<file path="src/rtl/axi_mux_rr_ctrl.sv">
// Packet-aware round-robin arbiter for a select-line AXI-Stream mux.
// Drives the mux select, holds it for a packet or a burst of packets, and gates the mux output stream.
module axi_mux_rr_ctrl #(
  parameter int unsigned WIDTH      = 32,
  parameter int unsigned SIZE       = 4,
  parameter int unsigned BURST_PKTS = 1,
  parameter int unsigned CNT_W      = 8
) (
  input  logic                      clk,
  input  logic                      reset,
  input  logic                      clear,
  input  logic [SIZE-1:0]           enable_mask,
  input  logic [SIZE-1:0]           in_tvalid,
  output logic [$clog2(SIZE)-1:0]   select,
  output logic                      grant_active,
  output logic [CNT_W-1:0]          pkt_count,
  input  logic [WIDTH-1:0]          m_tdata,
  input  logic                      m_tlast,
  input  logic                      m_tvalid,
  output logic                      m_tready,
  output logic [WIDTH-1:0]          o_tdata,
  output logic                      o_tlast,
  output logic                      o_tvalid,
  input  logic                      o_tready
);

  localparam int unsigned SEL_W = $clog2(SIZE);
  localparam int unsigned BC_W  = $clog2(BURST_PKTS + 1);

  typedef enum logic {
    IDLE  = 1'b0,
    GRANT = 1'b1
  } state_t;

  state_t            state;
  logic [SEL_W-1:0]  last_grant;
  logic [BC_W-1:0]   burst_cnt;
  logic              in_pkt;

  logic [SIZE-1:0]   req;
  logic [SEL_W-1:0]  winner;
  logic [SEL_W-1:0]  cand;
  logic              found;
  logic              hs;
  logic              eop;
  logic              sel_en;
  logic              sel_valid;
  logic [BC_W-1:0]   burst_nxt;
  logic              burst_done;
  logic              release_grant;

  // Zero-latency gate between mux and consumer
  assign o_tdata  = m_tdata;
  assign o_tlast  = m_tlast;
  assign o_tvalid = m_tvalid & grant_active;
  assign m_tready = o_tready & grant_active;

  assign hs        = m_tvalid & o_tready & grant_active;
  assign eop       = hs & m_tlast;
  assign req       = in_tvalid & enable_mask;
  assign sel_en    = enable_mask[select];
  assign sel_valid = in_tvalid[select];
  assign burst_nxt = burst_cnt + BC_W'(1);
  assign burst_done = eop && (burst_nxt == BC_W'(BURST_PKTS));

  // A disabled or idle input only loses the grant between packets, never mid-packet
  assign release_grant = burst_done
                       || (!sel_en && (eop || (!in_pkt && !hs)))
                       || (!in_pkt && !sel_valid && !hs);

  // Round-robin scan starting one past the previous grant
  always_comb begin
    found  = 1'b0;
    winner = '0;
    cand   = '0;
    for (int unsigned k = 1; k <= SIZE; k++) begin
      cand = SEL_W'((32'(last_grant) + k) % SIZE);
      if (!found && req[cand]) begin
        found  = 1'b1;
        winner = cand;
      end
    end
  end

  always_ff @(posedge clk) begin
    if (reset || clear) begin
      state        <= IDLE;
      select       <= '0;
      last_grant   <= SEL_W'(SIZE - 1);
      burst_cnt    <= '0;
      pkt_count    <= '0;
      grant_active <= 1'b0;
      in_pkt       <= 1'b0;
    end else begin
      case (state)
        IDLE: begin
          if (found) begin
            select       <= winner;
            burst_cnt    <= '0;
            in_pkt       <= 1'b0;
            grant_active <= 1'b1;
            state        <= GRANT;
          end
        end
        GRANT: begin
          if (eop) begin
            pkt_count <= pkt_count + CNT_W'(1);
            burst_cnt <= burst_nxt;
          end
          if (hs) begin
            in_pkt <= !m_tlast;
          end
          if (release_grant) begin
            last_grant   <= select;
            grant_active <= 1'b0;
            in_pkt       <= 1'b0;
            state        <= IDLE;
          end
        end
        default: begin
          state        <= IDLE;
          grant_active <= 1'b0;
        end
      endcase
    end
  end

endmodule

</file>
<file path="config.mk">
export PLATFORM = sky130hd
export DESIGN_NAME = axi_mux_rr_ctrl
export DESIGN_NICKNAME = d
export VERILOG_FILES = /design/src/rtl/axi_mux_rr_ctrl.sv
export SDC_FILE = /design/constraint.sdc
export NUM_CORES = 1
export LEC_CHECK = 0
export BUFFER_PORTS_ARGS = -buffer_cell sky130_fd_sc_hd__buf_2
export CORE_ASPECT_RATIO = 1.75
export CORE_UTILIZATION = 30
export DETAILED_ROUTE_END_ITERATION = 8
export PLACE_DENSITY = 0.66
export SETUP_SLACK_MARGIN = 0.4
export SYNTH_ARGS = -nofsm -noshare
export SYNTH_HDL_FRONTEND = slang
export SYNTH_SLANG_ARGS = --single-unit
</file>
<file path="constraint.sdc">
create_clock -name clk -period 4.59 [get_ports clk]
set_input_delay 0.459 -clock clk [delete_from_list [all_inputs] [get_ports clk]]
set_output_delay 0.459 -clock clk [all_outputs]
set_load 0.05 [all_outputs]
</file>
==> metrics.txt <==
status=finished clean; Mapped Cells=137; Slew Limit Fails=0; ant diodes=0; total number of vias=910; leak pwr=0.478 nW; VDD IR-drop max=129 µV; RSZ-0062 raised after global routing=no; via/cell ratio=5.14; hold slack=0.504 ns; IO Count=92; Internal Power=219 µW; DRC Markers=0; post-synthesis adder-cell area fraction=0.0109; CTS tree=done; crit path launch type=register; setup violators final=0; compound-cell area share of the yosys netlist=0.167; critical path arrival=1.91 ns; Fmax=0.561 GHz; Logic pwr share=0.169; sw frac=0.284; post-synthesis mux area share=0.0601; WL/cell=12.8 µm; placed inst area=0.00108 mm²; Synth cell types=39; Clock Tree Buf Depth=2; Initial Util=0.316; pin count of the biggest net entering global routing=17; Port Buf Inserts=27; drt first pass iters=4; Worst-path clk slew=0.06 ns; Worst Tran Pin Value=0.611 ns; Final Cell Area=0.00112 mm²; number of global-route vias before repair=827; crit path kind=register to register; Netlist Area Pre-Place=0.00114 mm²; initial antenna violation count=0; drt total wl=2270 µm; minimum clock period=1.78 ns; first-pass GRT wire length=3790 µm; YS warnings=0; Pwr Density=274 mW/mm²; Synthesized Nets=184; clock power share=0.351; utilization after layout=0.309; post-route ant nets=0; FF+latch count, synth=16; CTS HTree Levels=1; CP required=4.72 ns; Starting DRT DRC Count=34; syn_area_per_cell=8.36 µm²; total power=306 µW; post-CTS setup buffer count=0; CP endpoint kind=register; Core Box Area=0.00363 mm²; die area=0.00408 mm²; Hold Vio Cnt, Final=0; nets@finish=180; die width=48.7 µm; fraction of layout cells with a size suffix above 1=0.275; Reg power frac=0.480; min-delay worst type=register to register; routability cong.=0.778; DPL Wire Length=1720 µm; largest family of logic cells by synthesized area=buffers and inverters; grt ovf=0; PostCTS Resize Cnt=0; Simple-Gate Fraction of Synth Area=0.197; # Max-Cap Violations=0; Crit Path Max Fanout=5; # rows=29; Setup TNS=0 ns; worst skew pair latency=0.25 ns; final clock skew=0.00235 ns; post-route clock period utilization=0.388; Tot GR Track Use=0.121; cts hold-fix bufs=0; worst relative slew slack=0.591; sequential area share after synthesis=0.280; Net Sw Power=87.0 µW; CTS root buffer=clkbuf_8; TritonCTS sink count=16; Die Ht=83.7 µm; XOR/XNOR share of the synthesized area=0.0459; cts bufs inserted=3; area growth from synthesis to layout=-2.19%
## cells by family (layout without fill, tap and decap cells)
group / Yosys count / in the layout
simple gates: 45 / 45
xor+xnor: 6 / 6
fa+ha+maj: 1 / 1
flops: 16 / 16
mux: 4 / 4
compound gates: 25 / 25
buf+inv: 40 / 34
## state kept, by name (all words and copies together), names as in the netlist
name / cells
last_grant: 2
in_pkt: 1
select: 2
state: 1
pkt_count: 8
grant_active: 1
burst_cnt: 1
## final cells by class
type	count	area, µm²
fill	414	2510
multi-input combinational	81	551
sequential	16	320
timing repair buffer	27	135
tap	46	57.6
clock buffer	3	41.3
inverter	4	15.0
## synth_stat cells
| cell type | number | share of area |
|---|---|---|
| buf_4 | 33 | 0.22 |
| dfxtp_1 | 16 | 0.28 |
| nor2_1 | 13 | 0.043 |
| nand2_1 | 8 | 0.026 |
| nand3_1 | 6 | 0.026 |
| a21oi_1 | 5 | 0.022 |
| inv_1 | 4 | 0.013 |
| nand4_1 | 4 | 0.022 |
| and2_1 | 3 | 0.016 |
| clkbuf_1 | 3 | 0.0098 |
| nor3_1 | 3 | 0.013 |
| xnor2_1 | 3 | 0.023 |
| xor2_1 | 3 | 0.023 |
| a31oi_1 | 2 | 0.011 |
| mux2i_1 | 2 | 0.017 |
| nor4_1 | 2 | 0.011 |
| o211a_1 | 2 | 0.017 |
| o211ai_1 | 2 | 0.013 |
| o21ai_0 | 2 | 0.0087 |
| or3_1 | 2 | 0.011 |
| a2111oi_2 | 1 | 0.013 |
| a211oi_1 | 1 | 0.0066 |
| a21o_1 | 1 | 0.0066 |
| a22o_1 | 1 | 0.0077 |
| a22oi_1 | 1 | 0.0066 |
| a311oi_1 | 1 | 0.0077 |
| a31o_2 | 1 | 0.0077 |
| and4_1 | 1 | 0.0077 |
| ha_1 | 1 | 0.011 |
| mux4_1 | 1 | 0.023 |
| mux4_2 | 1 | 0.020 |
| nand3b_1 | 1 | 0.0066 |
| nor3_2 | 1 | 0.0087 |
| o221ai_1 | 1 | 0.0077 |
| o311a_2 | 1 | 0.0098 |
| o31ai_1 | 1 | 0.0066 |
| o32ai_1 | 1 | 0.0077 |
| o41ai_1 | 1 | 0.0077 |
| or2_2 | 1 | 0.0055 |
## layout by cell type (no fill, tap or decap), drive strengths merged, types with 2 or more instances in the layout
master / count
and2: 3
inv: 4
xor2: 3
mux4: 2
a21oi: 5
o21ai: 2
o211ai: 2
nor3: 4
a31oi: 2
nor2: 13
nor4: 2
dfxtp: 16
mux2i: 2
buf: 27
nand2: 8
clkbuf: 3
nand3: 6
o211a: 2
xnor2: 3
or3: 2
nand4: 4
## worst max-delay path, stage by stage, from the launching register on
cell and delay [ns]:
dfxtp_1 0.45, mux4_2 0.55, a2111oi_2 0.39, nor3_2 0.14, mux2i_1 0.14
## metrics by stage
stage,std cells,setup WS [ns]
2_1_floorplan,137,2.59
3_3_place_gp,174,2.78
3_5_place_dp,174,2.75
4_1_cts,177,2.82
5_1_grt,177,2.73
6_report,177,2.81
## power groups by stage
stage	Sequential [mW]	Clock (mW)	Combinational, mW
after global routing	0.148	0.116	0.0563
after CTS	0.147	0.111	0.0519
after floorplan	0.154	0	0.106
final	0.147	0.107	0.0517
after global placement	0.150	0	0.0514
after detailed placement	0.150	0	0.0518
## layer usage
layer / vias up / wire [µm] / track usage
li1: 449 / - / -
met1: 418 / 919 / 0.127
met4: 0 / 59 / 0.0829
met5: - / 0 / 0
met3: 11 / 198 / 0.0310
met2: 32 / 1090 / 0.207
## path summary, 6_finish.rpt
path                                           startpoint                         end  slack [ns]  cells after the start
worst max-delay path               select[1]$_SDFFE_PP0P_  last_grant[0]$_SDFFE_PP1P_        2.81                      4
worst min-delay path            pkt_count[1]$_SDFFE_PP0P_   pkt_count[1]$_SDFFE_PP0P_        0.50                      2
worst max register to register     select[1]$_SDFFE_PP0P_  last_grant[0]$_SDFFE_PP1P_        2.81                      4
worst min register to register  pkt_count[1]$_SDFFE_PP0P_   pkt_count[1]$_SDFFE_PP0P_        0.50                      2
No activity file was read; power rests on OpenSTA's default activity.
